<file path="config.mk">
export PLATFORM = sky130hd
export DESIGN_NAME = rf_param_bypass_flat
export DESIGN_NICKNAME = d
export VERILOG_FILES = /design/src/rtl/rf_param_bypass_if.sv /design/src/rtl/rf_param_bypass.sv /design/src/flat_wrapper.sv
export SDC_FILE = /design/constraint.sdc
export NUM_CORES = 1
export LEC_CHECK = 0
export ABC_CLOCK_PERIOD_IN_PS = 9500
export CAP_MARGIN = 0
export CORE_UTILIZATION = 55
export CTS_CLUSTER_DIAMETER = 50
export DETAILED_ROUTE_END_ITERATION = 16
export PLACE_DENSITY = 0.72
export SETUP_SLACK_MARGIN = 0.02
export SLEW_MARGIN = 25
export SYNTH_ARGS = -nofsm -noshare
export SYNTH_HDL_FRONTEND = slang
export SYNTH_SLANG_ARGS = --single-unit
</file>
<file path="constraint.sdc">
create_clock -name clock -period 9.5 [get_ports clock]
set_input_delay 1.9 -clock clock [delete_from_list [all_inputs] [get_ports clock]]
set_output_delay 1.9 -clock clock [all_outputs]
set_load 0.05 [all_outputs]
</file>
<file path="src/rtl/rf_param_bypass_if.sv">
// Register file port bundle: decode-side reads, writeback-side write, read data back.
interface rf_param_bypass_if #(
    parameter int unsigned DATA_W = 32,
    parameter int unsigned ADDR_W = 5
) ();
    logic              read_enabled;
    logic [ADDR_W-1:0] read_addr_s;
    logic [ADDR_W-1:0] read_addr_t;
    logic              write_enabled;
    logic [ADDR_W-1:0] write_addr;
    logic [DATA_W-1:0] write_data;
    logic [DATA_W-1:0] outA;
    logic [DATA_W-1:0] outB;
    logic              ready;

    // Datapath side drives addresses and write data.
    modport master (
        output read_enabled, read_addr_s, read_addr_t,
        output write_enabled, write_addr, write_data,
        input  outA, outB, ready
    );

    // Register file side.
    modport slave (
        input  read_enabled, read_addr_s, read_addr_t,
        input  write_enabled, write_addr, write_data,
        output outA, outB, ready
    );
endinterface

</file>
<file path="src/rtl/rf_param_bypass.sv">
// Parametrised 2-read/1-write register file with sequenced clear,
// optional hardwired zero entry and optional write-to-read forwarding.
module rf_param_bypass #(
    parameter int unsigned DATA_W   = 32,
    parameter int unsigned ADDR_W   = 5,
    parameter bit          ZERO_REG = 1'b1,
    parameter bit          BYPASS   = 1'b1
) (
    input  logic             clock,
    input  logic             reset,
    rf_param_bypass_if.slave bus
);
    localparam int unsigned DEPTH = 1 << ADDR_W;
    // One extra bit so the counter can represent DEPTH without wrapping.
    localparam int unsigned CNT_W = ADDR_W + 1;
    localparam logic [CNT_W-1:0] LAST_IDX = CNT_W'(DEPTH - 1);

    typedef enum logic {
        ST_CLEAR = 1'b0,
        ST_RUN   = 1'b1
    } state_t;

    state_t            state;
    logic [CNT_W-1:0]  clr_cnt;
    logic [DATA_W-1:0] mem [DEPTH];
    logic [DATA_W-1:0] out_a;
    logic [DATA_W-1:0] out_b;
    logic              ready_q;

    logic [DATA_W-1:0] rd_a_c;
    logic [DATA_W-1:0] rd_b_c;
    logic              wr_ok_c;

    // Read value for one port: zero entry first, then forwarding, then stored contents.
    function automatic logic [DATA_W-1:0] rd_sel(
        input logic [ADDR_W-1:0] a,
        input logic [DATA_W-1:0] stored,
        input logic              we,
        input logic [ADDR_W-1:0] wa,
        input logic [DATA_W-1:0] wd
    );
        if (ZERO_REG && (a == '0)) return '0;
        if (BYPASS && we && (wa == a)) return wd;
        return stored;
    endfunction

    // Read muxes and write qualification.
    always_comb begin
        rd_a_c  = rd_sel(bus.read_addr_s, mem[bus.read_addr_s],
                         bus.write_enabled, bus.write_addr, bus.write_data);
        rd_b_c  = rd_sel(bus.read_addr_t, mem[bus.read_addr_t],
                         bus.write_enabled, bus.write_addr, bus.write_data);
        wr_ok_c = (state == ST_RUN) && bus.write_enabled &&
                  !(ZERO_REG && (bus.write_addr == '0));
    end

    // Storage: zeroed one entry per cycle while clearing, written by writeback when running.
    always_ff @(posedge clock) begin
        if (!reset) begin
            if (state == ST_CLEAR) begin
                mem[clr_cnt[ADDR_W-1:0]] <= '0;
            end else if (wr_ok_c) begin
                mem[bus.write_addr] <= bus.write_data;
            end
        end
    end

    // Control FSM with registered read data and ready flag; reset dominates.
    always_ff @(posedge clock) begin
        if (reset) begin
            state   <= ST_CLEAR;
            clr_cnt <= '0;
            ready_q <= 1'b0;
            out_a   <= '0;
            out_b   <= '0;
        end else begin
            case (state)
                ST_CLEAR: begin
                    clr_cnt <= clr_cnt + CNT_W'(1);
                    if (clr_cnt == LAST_IDX) begin
                        state   <= ST_RUN;
                        ready_q <= 1'b1;
                    end
                end
                ST_RUN: begin
                    if (bus.read_enabled) begin
                        out_a <= rd_a_c;
                        out_b <= rd_b_c;
                    end
                end
                default: begin
                    state <= ST_CLEAR;
                end
            endcase
        end
    end

    assign bus.outA  = out_a;
    assign bus.outB  = out_b;
    assign bus.ready = ready_q;

endmodule

</file>
<file path="src/flat_wrapper.sv">
// flat-port wrapper written by rule: the top's interface ports become plain ports
module rf_param_bypass_flat 
#(
    parameter int unsigned DATA_W   = 32,
    parameter int unsigned ADDR_W   = 5,
    parameter bit          ZERO_REG = 1'b1,
    parameter bit          BYPASS   = 1'b1
)
  (clock, reset, bus_read_enabled, bus_read_addr_s, bus_read_addr_t, bus_write_enabled, bus_write_addr, bus_write_data, bus_outA, bus_outB, bus_ready);
  rf_param_bypass_if #(.DATA_W(DATA_W), .ADDR_W(ADDR_W)) bus_i ();
  input  logic clock;
  input  logic reset;
  input wire logic [$bits(bus_i.read_enabled)-1:0] bus_read_enabled;
  input wire logic [$bits(bus_i.read_addr_s)-1:0] bus_read_addr_s;
  input wire logic [$bits(bus_i.read_addr_t)-1:0] bus_read_addr_t;
  input wire logic [$bits(bus_i.write_enabled)-1:0] bus_write_enabled;
  input wire logic [$bits(bus_i.write_addr)-1:0] bus_write_addr;
  input wire logic [$bits(bus_i.write_data)-1:0] bus_write_data;
  output wire logic [$bits(bus_i.outA)-1:0] bus_outA;
  output wire logic [$bits(bus_i.outB)-1:0] bus_outB;
  output wire logic [$bits(bus_i.ready)-1:0] bus_ready;
  assign bus_i.read_enabled = bus_read_enabled;
  assign bus_i.read_addr_s = bus_read_addr_s;
  assign bus_i.read_addr_t = bus_read_addr_t;
  assign bus_i.write_enabled = bus_write_enabled;
  assign bus_i.write_addr = bus_write_addr;
  assign bus_i.write_data = bus_write_data;
  assign bus_outA = bus_i.outA;
  assign bus_outB = bus_i.outB;
  assign bus_ready = bus_i.ready;
  rf_param_bypass #(.DATA_W(DATA_W), .ADDR_W(ADDR_W), .ZERO_REG(ZERO_REG), .BYPASS(BYPASS)) u_core (.clock(clock), .reset(reset), .bus(bus_i));
endmodule
</file>
After elaboration in Yosys (flattened, before gate mapping)
Memory sizes are Yosys's and may differ from the RTL's. Index checks and enable logic that the tools add are counted.

Add/subtract/negate cells: 1. Equality and inequality tests: 3. Mux-type cells: 26. Bitwise gates (word level): 1. Reductions and logical operators: 11.

Operators by type and width (number): $mux W32 (9); $reduce_or A32 Y1 (1); $mux W1 (16); $logic_not A5 Y1 (3); $eq A5 B5 Y1 (2); $add A6 B1 Y6 const B (1); $eq A6 B5 Y1 const B (1); $mux W5 (1); $logic_and A1 B1 Y1 (4); $reduce_and A2 Y1 (2); $logic_not A1 Y1 (1); $not A1 Y1 (1).

Flip-flop bits (word level): 72. Bits in writable memories: 1024. Output and inout bits: 65. Word-level logic and storage cells: 48. Memories kept: 1.

Memory list: u_core.mem (depth 32, bits a word 32, rd ports 2, clocked after Yosys merged registers in 0, wr ports 1, line rf_param_bypass.sv:25) `logic [DATA_W-1:0] mem [DEPTH];`.

Longest topological paths before layout
Depth in word-level cells: 9. Gate-level depth with buffers: 9. Mapped depth without buffers: 6.

Least setup slack after synthesis
No wires, ideal clock.

Path kind: input-to-reg. From: input port bus_write_addr[0]. To: memory u_core.mem[4][0], enable pin. Setup time: 0.421 ns. Arrival time: 4.697 ns. Slack: 4.382 ns. Cell stages on the path: 8. Path through: clkbuf_1 > nor3_1 > a211oi_2 > clkbuf_1 > nand3b_1 > o21ai_0 > nand2_1 > nor2_1.

Longest elaborated chain between the ends: 9. Elaborated cells on any way between the ends: 10. Those cells by class: mux (6); reduce/logical (4).

RTL lines: start: declaration (line flat_wrapper.sv:17) `input wire logic [$bits(bus_i.write_addr)-1:0] bus_write_addr;`; $logic_not A5 Y1 (line rf_param_bypass.sv:54) `!(ZERO_REG && (bus.write_addr == '0));`; $logic_not A1 Y1 (line rf_param_bypass.sv:54); $logic_and A1 B1 Y1 (line rf_param_bypass.sv:53) `wr_ok_c = (state == ST_RUN) && bus.write_enabled &&`; $mux W1 (line rf_param_bypass.sv:62) `end else if (wr_ok_c) begin`; $mux W1 (line rf_param_bypass.sv:60) `if (state == ST_CLEAR) begin`; $mux W1 (line rf_param_bypass.sv:59) `if (!reset) begin`; $mux W1 (not written as such) (line rf_param_bypass.sv:63) `mem[bus.write_addr] <= bus.write_data;`; $reduce_or A32 Y1 (no line); $mux W5 (no line) or $mux W1 (tied branches); end: declaration (line rf_param_bypass.sv:25).

Several ways; a longest one is shown, not always the timed one.

Worst setup path in the final report
From: input port bus_read_addr_s[1]. To: register u_core.out_a[10], in the netlist u_core.bus.outA[10].

Longest elaborated chain between the ends: 6. Elaborated cells on any way between the ends: 10. Those cells by class: eq/ne (1); mux (6); reduce/logical (2); memory (1).

RTL lines: start: declaration (line flat_wrapper.sv:14) `input wire logic [$bits(bus_i.read_addr_s)-1:0] bus_read_addr_s;`; parallel branches: the longest is 5 deep, another holds $mem_v2 Z32 W32; $mux W32 (*) (line rf_param_bypass.sv:43) `if (BYPASS && we && (wa == a)) return wd;`; end signal: assignment (line rf_param_bypass.sv:87) `out_a <= rd_a_c;`; end: declaration (line rf_param_bypass.sv:26) `logic [DATA_W-1:0] out_a;`.

Mark *: on every way between the ends. The select of a mux whose other input is x is not followed. A chain may end at the register's enable or synchronous reset.

==> results.md <==
CTS:
- TritonCTS built the clock tree.
- Gates resized during post-CTS repair numbered 0.
- The number of buffers added to fix hold violations after cts is 0.
- The clock transition at the register clock pins on the worst setup and hold paths after CTS is ~0.06 ns.
- In this run the clock root is driven by a clkbuf_16.
- The H-tree generated during clock tree synthesis spans 3 levels.
- The number of CTS-inserted buffers is 120.
- The latest clock arrival within the worst-skew pair is 0.71 ns.
- In this run the post-CTS setup repair buffer count came out at 0.
- The clock net in this run drives a total of ~1,100 sinks.
- The buffer levels on the longest clock path is 3.

STA:
- The number of pins with negative max-slew slack in the final report was 0.
- The slew at the pin closest to its max-slew limit is between 1 and 1.5 ns.
- The time the worst path needs with I/O delays and setup is ~5.2 ns.
- Final hold analysis gives a worst-case slack of roughly 0.46 ns.
- The clock skew is approximately 0.023 ns.
- The final cycle utilization of the critical path is 0.552.
- The highest clock rate is ~0.19 GHz.
- Setup violations remaining at the end of the flow were counted as 0.
- After routing, the total negative slack on setup checks comes to 0 ns.
- Setup repair after global routing left no endpoint under its margin.
- The worst slew margin relative to its limit is 0.222.
- The number of hold violations in the final report came to 0.

Detailed routing:
- The final routed wirelength across all metal layers is 160 mm.
- The routed layout has ~30,000 vias.
- The remaining number of nets flagged by the antenna check after routing is 0.
- For this run, the detailed router's first-pass iteration total came to 5.
- The routed via count divided by cell count is approximately 7.6.
- The average wire per standard cell is 39.3 um.
- For this run, design rule violations remaining after detail routing come to 0.
- In this run, the number of DRC markers left after iteration 0 of detailed routing was roughly 5,700.

Critical path:
- The critical path's most frequent cell is buf_4.
- The start of the worst register-to-register path is u_core.state$_SDFF_PP0_.
- STA puts the critical path data required time at 10.05 ns.
- The critical path start-end classification is in2reg.
- Together, buffers and inverters on the worst path number 4.
- The worst setup path is captured at a flop.
- Data on the critical path arrives at its endpoint at 5.79 ns.
- Along the worst path, the maximum fanout reaches slightly above 70.
- Broken down by cell family, the worst path's largest delay share belongs to buffers and inverters.
- Traced cell by cell, the critical path runs through buf_8 -> buf_4 -> buf_4 -> mux2i_1 -> a22o_1 -> a2111oi_0 -> buf_4 -> a2111oi_0 -> o21ai_0.
- The library cell contributing the largest single delay on the critical path is buf_4.
- The worst register-to-register path has a depth of 7.
- The setup check on the worst reg-to-reg path leaves a slack of roughly 5.7 ns.
- The reg-to-reg critical path endpoint is u_core.mem[23][25]$_DFFE_PP_.
- The largest single stage delay on the critical path is slightly above 0.9 ns.
- The kind of launch point of the worst setup path is a primary input.

GRT:
- The first global-routing pass estimated about 230 mm of wire.
- The maximum number of pins on one net before global-route repair is 145.
- The remaining global-route overflow is 0.
- The global-route usage over all layers is 0.347.
- The number of antenna violations at the first check in global routing was 13.
- The via count of the first global-routing pass was between 20,000 and 30,000.

Logic synthesis:
- Summing every instance area after synthesis gives 50,400 um2.
- Among all flip-flop cells after synthesis, the most frequent one is edfxtp_1.
- Of the total synthesized cell area, the portion taken by full adders, half adders and majority gates is 0.000248.
- The synthesized area per cell is roughly 19 um2.
- The largest family of logic cells by synthesized area is multiplexers.
- Of the total synthesized cell area, the portion taken by AND, OR, NAND and NOR gates is 0.0326.
- The count of flip-flops with a built-in enable after synthesis is 1,024.
- The synthesized-area fraction occupied by ao, oa, aoi and oai cells is 0.0441.
- Measured against the total synthesized area, the mux share comes to 0.263.
- For this run, the number of Yosys warnings is 0.
- The proportion of synthesized flip-flops having asynchronous set or reset is 0.
- Of the total synthesized cell area, the portion taken by XOR and XNOR cells is 0.00243.
- The instance count of the mapped netlist is 2,682.
- The proportion of synthesized chip area in sequential cells is 0.638.
- The post-synthesis cell type count is 46.
- Counting flops and latches in the post-synthesis netlist gives approximately 1,100.
- Counting every net in the synthesized netlist gives approximately 2,700.

Pwr:
- The peak supply drop is about 0.16 mV.
- Summed over all cells, the static leakage comes to just under 20 nW.
- Power spread over the standard cell area amounts to around 190 nW/um2.

Floorplanning:
- In this run the horizontal extent of the chip is approximately 300 um.
- The floorplan has between 100 and 150 rows.
- The die covers approximately 93,000 um2.
- For this configuration, the core starts out at a cell density of 0.558.
- The floorplan core area is 90,400 um2.
- approximately 120 I/O pins were placed.
- The height of the chip is slightly above 300 um.

Run:
- Max-cap violations in this run came to 0.

Finish:
- The area growth from synthesis to final layout is 14.4%.
- The combined area of the multi-input logic cells is around 18,000 um2.
- The final cell count without fillers is 4,072.
- The net count of the finished layout is between 2,000 and 3,000.
- The area taken by flip-flops and latches is between 30,000 and 40,000 um2.
- The filler cell count in the final layout is 6,019.
- The fraction of layout instances using a drive strength above 1 is 0.316.

Placement:
- Once detailed placement completed, the half-perimeter wirelength came to 102 mm.
- The weighted congestion reported at the end of routability-driven placement is 0.982.
- The post-placement cell count is roughly 3,800.
- The count of input and output buffers is 115.

Hold path:
- The hold path startpoint is u_core.bus.outB[21]$_SDFFE_PP0P_.
- The end point of the worst hold path is u_core.bus.outB[21]$_SDFFE_PP0P_.
- The worst hold path was traced through 2 stages.
- The kind of path behind the tightest hold check is reg2reg.

Run status:
- The run finished with clean final reports.
-- state kept, by name, summed over array words and instances, names as in the netlist --
signal and cells:
u_core.mem 1024, u_core.bus.outA 32, u_core.bus.outB 32, u_core.clr_cnt 6, u_core.bus.ready 1, u_core.state 1
-- kinds of logic after synthesis --
kind of cell	count (synthesis)
DFF	1096
muxes	648
and+or+nand+nor	371
AOI/OAI and AO/OA	336
buffers and inverters	216
xor gates and xnor gates	14
adders and majority gates	1
-- worst max path at each step --
| stage | depth (start not counted) | slack (ns) | to | startpoint |
|---|---|---|---|---|
| 2_1_floorplan | 8 | 4.38 | u_core.mem[4][0]$_DFFE_PP_ | bus_write_addr[0] |
| 3_3_place_gp | 7 | 3.70 | u_core.mem[21][27]$_DFFE_PP_ | bus_write_addr[1] |
| 3_5_place_dp | 9 | 3.74 | u_core.bus.outA[10]$_SDFFE_PP0P_ | bus_read_addr_s[1] |
| 4_1_cts | 9 | 4.48 | u_core.bus.outA[10]$_SDFFE_PP0P_ | bus_read_addr_s[1] |
| 5_1_grt | 9 | 4.16 | u_core.bus.outA[10]$_SDFFE_PP0P_ | bus_read_addr_s[1] |
| 6_report | 9 | 4.26 | u_core.bus.outA[10]$_SDFFE_PP0P_ | bus_read_addr_s[1] |
-- metrics by stage --
stage          cell area, um2  total power (W)  worst slack [ns]   util
2_1_floorplan           50400          0.00576              4.38      -
3_3_place_gp            53000          0.00599              3.70  0.586
3_5_place_dp            53400          0.00602              3.74  0.591
4_1_cts                 57600           0.0108              4.48  0.637
5_1_grt                 57700           0.0111              4.16  0.638
6_report                57700           0.0108              4.26  0.638
-- power breakdown --
group	switching, W	internal [W]	total [W]
clock network	0.00204	0.00287	0.00491
registers	0.0000135	0.00523	0.00524
logic	0.000421	0.000281	0.000701
total	0.00247	0.00838	0.0108
-- synth_stat cells, types with 2 or more instances --
cell type  instances  share of area
xor2_1            11         0.0019
a21o_1            33         0.0049
a41oi_1            2        0.00035
a2111oi_0         12         0.0021
nor3_1             6        0.00060
nand3_1            8        0.00079
a221oi_1          11         0.0019
buf_4             14         0.0021
a22o_1             7         0.0012
buf_1             32         0.0024
nor2b_1           42         0.0052
and2_1            33         0.0041
mux2_2             2        0.00045
edfxtp_1        1024           0.61
a32oi_1           45         0.0078
buf_2             68         0.0067
inv_1              4        0.00030
xnor2_1            3        0.00052
nand2_1          191          0.014
nor4_1             3        0.00037
clkbuf_1          97         0.0072
o21ai_0           87         0.0086
and3_1             2        0.00025
o2111ai_1          2        0.00035
a21oi_1           85         0.0084
a22oi_1           23         0.0034
mux4_2           543           0.24
dfxtp_1           72          0.029
a221o_1           11         0.0022
a211oi_1          13         0.0019
nor2_1            77         0.0057
nand3b_1           2        0.00030
nand2b_1           2        0.00025
mux2i_1          103          0.020
-- layout by cell type, fill, tap and decap left out, types with 23 or more instances in the layout --
master and count:
a21o_1 33, a21oi_1 81, a22oi_1 23, a32oi_1 45
and2_2 30, buf_4 61, clkbuf_16 124, clkdlybuf4s50_1 106
dfxtp_1 72, edfxtp_1 1024, mux2i_1 103, mux4_2 543
nand2_1 190, nor2_1 40, nor2_4 36, nor2b_1 40
o21ai_0 87
-- area by class of cell --
| type | count | area share |
|---|---|---|
| flip-flops and latches | 1096 | 0.558 |
| multi-input cells | 1370 | 0.306 |
| clock buffers | 145 | 0.0555 |
| repair buffers | 195 | 0.0372 |
| well taps | 1176 | 0.0255 |
| clock inverters | 83 | 0.0170 |
| inverters | 4 | 0.000304 |
| diodes | 3 | 0.000130 |
-- tightest hold or removal path, delay by kind of cell (launching register included) --
kind / cells / cell delay [ns]
AOI/OAI and AO/OA: 1 / 0.05
DFF: 1 / 0.31
and+or+nand+nor: 1 / 0.05
-- routing by layer --
metal  vias up  share of wire  track usage
met5         -         0.0017       0.0109
met4        16          0.020       0.0739
met3       234           0.19        0.175
met2      2803           0.41        0.456
met1     16127           0.37        0.518
li1      11596              -            -
Note: power is estimated with default switching activity, not from simulation.
